### src/rtl/cdb_arbiter_pkg.sv
// Shared types for the completion path: widths and the CDB broadcast packet
// reused by the ROB, RS and PRF.
package cdb_arbiter_pkg;

   localparam int unsigned XLEN    = 32;
   localparam int unsigned ROB_LEN = 5;
   localparam int unsigned PRF_LEN = 6;

   typedef struct packed {
      logic [ROB_LEN-1:0] rob_entry;
      logic [PRF_LEN-1:0] dest_preg;
      logic [XLEN-1:0]    value;
      logic               mis_pred;
   } cdb_packet_t;

endpackage

### src/rtl/cdb_arbiter_rr_arbiter.sv
// Combinational round-robin selector: first set request at or above ptr,
// scanning modulo N. Also reused for RS issue selection.
module rr_arbiter #(
   parameter int unsigned N  = 4,
   parameter int unsigned PW = $clog2(N)
) (
   input  logic [N-1:0]  req,
   input  logic [PW-1:0] ptr,
   output logic [N-1:0]  grant,
   output logic [PW-1:0] grant_idx,
   output logic          any_grant
);

   always_comb begin
      int unsigned idx;
      idx       = 0;
      grant     = '0;
      grant_idx = '0;
      any_grant = 1'b0;
      for (int unsigned k = 0; k < N; k++) begin
         // Explicit wrap keeps non-power-of-2 N correct.
         idx = 32'(ptr) + k;
         if (idx >= N) idx = idx - N;
         if (!any_grant && req[idx]) begin
            grant[idx] = 1'b1;
            grant_idx  = PW'(idx);
            any_grant  = 1'b1;
         end
      end
   end

endmodule

### src/rtl/cdb_arbiter.sv
// Per-FU one-entry holding buffers, round-robin selection onto the CDB and
// a registered broadcast stage; squash flushes everything but the pointer.
module cdb_arbiter
   import cdb_arbiter_pkg::*;
#(
   parameter int unsigned NUM_FU = 4,
   parameter int unsigned RR_LEN = $clog2(NUM_FU)
) (
   input  logic                             clock,
   input  logic                             reset,
   input  logic                             squash,
   input  logic [NUM_FU-1:0]                fu_valid,
   input  logic [NUM_FU-1:0][ROB_LEN-1:0]   fu_rob_entry,
   input  logic [NUM_FU-1:0][PRF_LEN-1:0]   fu_dest_preg,
   input  logic [NUM_FU-1:0][XLEN-1:0]      fu_value,
   input  logic [NUM_FU-1:0]                fu_mis_pred,
   output logic [NUM_FU-1:0]                fu_ready,
   output logic                             cdb_valid,
   output logic [ROB_LEN-1:0]               cdb_rob_entry,
   output logic [PRF_LEN-1:0]               cdb_dest_preg,
   output logic [XLEN-1:0]                  cdb_value,
   output logic                             cdb_mis_pred
);

   logic [NUM_FU-1:0] r_held;
   cdb_packet_t       r_buf [NUM_FU];
   logic [RR_LEN-1:0] r_rr_ptr;
   logic              r_cdb_valid;
   cdb_packet_t       r_cdb_pkt;

   logic [NUM_FU-1:0] w_grant;
   logic [RR_LEN-1:0] w_grant_idx;
   logic              w_any_grant;
   logic [NUM_FU-1:0] w_fu_ready;

   rr_arbiter #(
      .N  (NUM_FU),
      .PW (RR_LEN)
   ) u_rr (
      .req       (r_held),
      .ptr       (r_rr_ptr),
      .grant     (w_grant),
      .grant_idx (w_grant_idx),
      .any_grant (w_any_grant)
   );

   assign w_fu_ready = {NUM_FU{!squash}} & (~r_held | w_grant);

   always_ff @(posedge clock) begin
      if (reset) begin
         r_held      <= '0;
         r_rr_ptr    <= '0;
         r_cdb_valid <= 1'b0;
         r_cdb_pkt   <= '0;
         for (int unsigned i = 0; i < NUM_FU; i++) r_buf[i] <= '0;
      end else if (squash) begin
         r_held      <= '0;
         r_cdb_valid <= 1'b0;
      end else begin
         r_cdb_valid <= w_any_grant;
         if (w_any_grant) begin
            r_cdb_pkt            <= r_buf[w_grant_idx];
            r_held[w_grant_idx]  <= 1'b0;
            r_rr_ptr             <= (w_grant_idx == RR_LEN'(NUM_FU-1)) ? '0
                                    : w_grant_idx + 1'b1;
         end
         // Accepts come after the grant clear so a same-cycle refill keeps held set.
         for (int unsigned i = 0; i < NUM_FU; i++) begin
            if (fu_valid[i] && w_fu_ready[i]) begin
               r_buf[i]  <= '{rob_entry: fu_rob_entry[i], dest_preg: fu_dest_preg[i],
                              value: fu_value[i], mis_pred: fu_mis_pred[i]};
               r_held[i] <= 1'b1;
            end
         end
      end
   end

   assign fu_ready      = w_fu_ready;
   assign cdb_valid     = r_cdb_valid;
   assign cdb_rob_entry = r_cdb_pkt.rob_entry;
   assign cdb_dest_preg = r_cdb_pkt.dest_preg;
   assign cdb_value     = r_cdb_pkt.value;
   assign cdb_mis_pred  = r_cdb_pkt.mis_pred;

endmodule

### config.mk
export PLATFORM = sky130hd
export DESIGN_NAME = cdb_arbiter
export DESIGN_NICKNAME = d
export VERILOG_FILES = /design/src/rtl/cdb_arbiter_pkg.sv /design/src/rtl/cdb_arbiter_rr_arbiter.sv /design/src/rtl/cdb_arbiter.sv
export SDC_FILE = /design/constraint.sdc
export NUM_CORES = 1
export LEC_CHECK = 0
export CAP_MARGIN = 20
export CORE_AREA = 2 2 157 159
export DETAILED_ROUTE_END_ITERATION = 8
export DIE_AREA = 0 0 159 161
export PLACE_DENSITY = 0.78
export SLEW_MARGIN = 20
export SYNTH_ARGS = -nofsm -noshare
export SYNTH_HDL_FRONTEND = slang
export SYNTH_SLANG_ARGS = --single-unit
export TNS_END_PERCENT = 100
### constraint.sdc
create_clock -name clock -period 4.9 [get_ports clock]
set_input_delay 0.735 -clock clock [delete_from_list [all_inputs] [get_ports clock]]
set_output_delay 0.735 -clock clock [all_outputs]
set_load 0.02 [all_outputs]
==> impl_metrics.py <==
metrics = {
    "power": {
        "finalPower_w": 0.00501,
        "p_per_area_nw_per_um2": 359,
        "irDropWorstVdd_mv": 0.208,
        "leakage_nw": 5.49,
    },
    "floorplan": {
        "dieArea_um2": 25600,
        "rows": 57,
        "die_h_um": 161,
        "start_util_pct": 44.1,
        "ios": 232,
        "core-area_um2": 24000,
        "die_w_um": 159,
    },
    "sta": {
        "drv_slew": 0,
        "hold_viol": 0,
        "worst_pin_slew_ps": 1030,
        "setup_ws_ps": 325,
        "period_share_pct": 93.4,
        "period_minus_slack_ps": 4580,
        "max_freq_ghz": 0.219,
        "grt_setup_unrepaired": "false",
        "skew_ps": 14.4,
        "setup_viol_count_final": 0,
        "slew_headroom_pct": 31.6,
        "tns_ps": 0,
    },
    "grt": {
        "antenna_found_initial": 1,
        "grt_pass1_wl_um": 47300,
        "overflow": 0,
        "grt_use_total_pct": 23.8,
        "grt_pass1_vias": 8437,
        "grt_max_degree": 95,
    },
    "critical_path": {
        "cp_data_arrival_time_ps": 3840,
        "required_ps": 4160,
        "crit_type": "reg -> out",
        "crit_path_max_fanout": 22,
        "crit_path_start_kind": "flip-flop",
        "cp-end-kind": "output port",
    },
    "layout": {
        "final_nets": 1242,
        "multi_input_area_um2": 3960,
        "drive_gt1_share_pct": 11.2,
        "fin_util_pct": 58.2,
        "fillerInstances": 1924,
        "fin_area_um2": 14000,
        "seqCellArea_um2": 6310,
        "synthToLayoutAreaGrowth_pct": 31.9,
    },
    "logic_synthesis": {
        "synth-seq-area-share_pct": 59.6,
        "ys_seq_elements": 227,
        "synth_area_um2": 10600,
        "syn_area_per_cell_um2": 12.5,
        "ys_top_cells_by_area": "edfxtp_1 (50%), dfxtp_1 (9.7%), and2_1 (5.4%), and3_1 (5.3%), mux2_2 (4.6%)",
        "synth_compound_area_share_pct": 10.5,
        "yosys.area_share.simple_pct": 15.4,
        "synth_warnings": 0,
        "synth_top_family_by_area": "simple AND/OR/NAND/NOR gates",
        "synth_cells": 847,
        "yosys.area.top_type": "edfxtp_1",
        "synthXorXnorAreaFrac_pct": 0,
        "synth_fp_nets": 1042,
        "synth_enable_flop_cells": 176,
        "synth_ff_type": "edfxtp_1",
        "synth_top_area_share_pct": 50.0,
        "synthAdderAreaFrac_pct": 1.42,
        "yosysUniqueCellTypes": 49,
        "synth_mux_area_share_pct": 9.52,
        "async_flop_share_pct": 0,
    },
    "clock_tree": {
        "clk_latency_ps": 520,
        "post_cts_resized": 0,
        "cts_tree": "yes",
        "cts_hold_buf": 0,
        "cts.path.max_buffers": 3,
        "cts-root-buf": "clkbuf_16",
        "numCtsBuffers": 24,
        "cts_setup_buffers": 0,
        "clkTransAtPathRegs_ps": 60,
        "h-tree-depth": 1,
        "clock-sinks": 227,
    },
    "routing": {
        "drtIter0Drc": 614,
        "antenna_left": 0,
        "routedWlPerCell_um": 22.6,
        "dr.pass1.iters": 6,
        "via_count": 8076,
        "drc": 0,
        "wl_um": 31400,
        "vias_per_cell": 5.81,
    },
    "placed_design": {
        "place_congestion": 0.864,
        "dp_slack_ps": 936,
        "postPlaceCellArea_um2": 13200,
        "dp_hpwl_um": 18700,
        "io_buffer_count": 231,
    },
    "flow_run": {
        "max-cap-violations": 0,
    },
    "status": {
        "status": "complete, no violations",
    },
    "hold_path": {
        "hold_class": "reg -> reg",
    },
}
layout make-up:
| type | instances | share of cell area (%) |
|---|---|---|
| Tap cell | 324 | 2.91 |
| Antenna cell | 2 | 0.0359 |
| Clock buffer | 38 | 5.12 |
| Multi-Input combinational cell | 541 | 28.4 |
| Inverter | 5 | 0.134 |
| Sequential cell | 227 | 45.2 |
| Timing Repair Buffer | 248 | 17.9 |
| Clock inverter | 6 | 0.403 |
layout by cell type (no fill, tap or decap), types with 14 or more instances in the layout:
| cell | synthesis | final |
|---|---|---|
| nand2_1 | 53 | 53 |
| o22ai_1 | 41 | 41 |
| mux2_2 | 43 | 43 |
| and3_1 | 89 | 89 |
| mux2i_1 | 41 | 41 |
| and2_1 | 91 | 88 |
| buf_4 | 0 | 14 |
| o221ai_1 | 43 | 43 |
| clkbuf_16 | 0 | 25 |
| o21ai_0 | 45 | 45 |
| dfxtp_1 | 51 | 51 |
| edfxtp_1 | 176 | 176 |
| clkdlybuf4s50_1 | 0 | 231 |
cell families (layout without fill, tap and decap cells):
group / count (synthesis) / after routing
and+or+nand+nor: 282 / 282
buffers and inverters: 79 / 297
muxes: 89 / 89
adders and majority gates: 12 / 12
DFF: 227 / 227
other: 0 / 2
AOI/OAI and AO/OA: 158 / 158
metrics by stage:
step / hold WS [ps] / instances
final: 464 / 1391
after global routing: 483 / 1389
after CTS: 472 / 1388
after detailed placement: 454 / 1344
after global placement: 444 / 1343
after floorplan: 466 / 847
synthesized netlist by cell type, types with 4 or more instances:
cell type	instances
o211ai_1	5
nand3_1	10
o22ai_1	41
o21ai_0	45
nor4_1	4
edfxtp_1	176
and2_1	91
nor2b_1	4
ha_1	12
dfxtp_1	51
clkbuf_1	46
o221ai_1	43
nand2_1	53
nor3_1	7
inv_1	4
buf_6	7
nor2_1	8
mux2_2	43
and3_1	89
mux4_2	4
mux2i_1	41
buf_2	21
sequential cells by signal, indices dropped and copies added, names as in the netlist:
register,count
r_held,4
cdb_dest_preg,6
r_buf,176
cdb_rob_entry,5
cdb_valid,1
cdb_mis_pred,1
cdb_value,32
r_rr_ptr,2
layer usage:
| metal | global-route usage (%) | part of all wire (%) | wire length [um] |
|---|---|---|---|
| met4 | 9.92 | 3.5 | 1090 |
| met2 | 39.7 | 48 | 15100 |
| met3 | 3.31 | 7.8 | 2450 |
| met5 | 0 | 0 | 0 |
| met1 | 31.4 | 41 | 12800 |
power breakdown:
| part | switching (W) | total [W] | internal [W] | leakage [nW] |
|---|---|---|---|---|
| sequential | 0.0000786 | 0.00230 | 0.00223 | 2.29 |
| combinational | 0.000492 | 0.000917 | 0.000424 | 2.84 |
| clock | 0.000740 | 0.00179 | 0.00105 | 0.367 |
path summary, 6_finish.rpt:
| kind | depth (start not counted) | from | end | slack, ps |
|---|---|---|---|---|
| worst min register to register | 2 | cdb_value[13] | cdb_value[13] | 460 |
| worst max register to register | 9 | r_rr_ptr[0] | r_buf[1][31] | 950 |
| worst min-delay path | 2 | cdb_value[13] | cdb_value[13] | 460 |
| worst max-delay path | 8 | r_rr_ptr[0] | fu_ready[1] | 320 |
worst max-delay path, cell delays in order, from the launching register on:
cell and delay [ps]:
dfxtp_1 850, inv_2 80, ha_1 450, mux4_2 220, nor2b_1 510, nand3_1 180
o211ai_1 180, nor2b_1 220, clkdlybuf4s50_1 640
No activity file was read; power rests on OpenSTA's default activity.
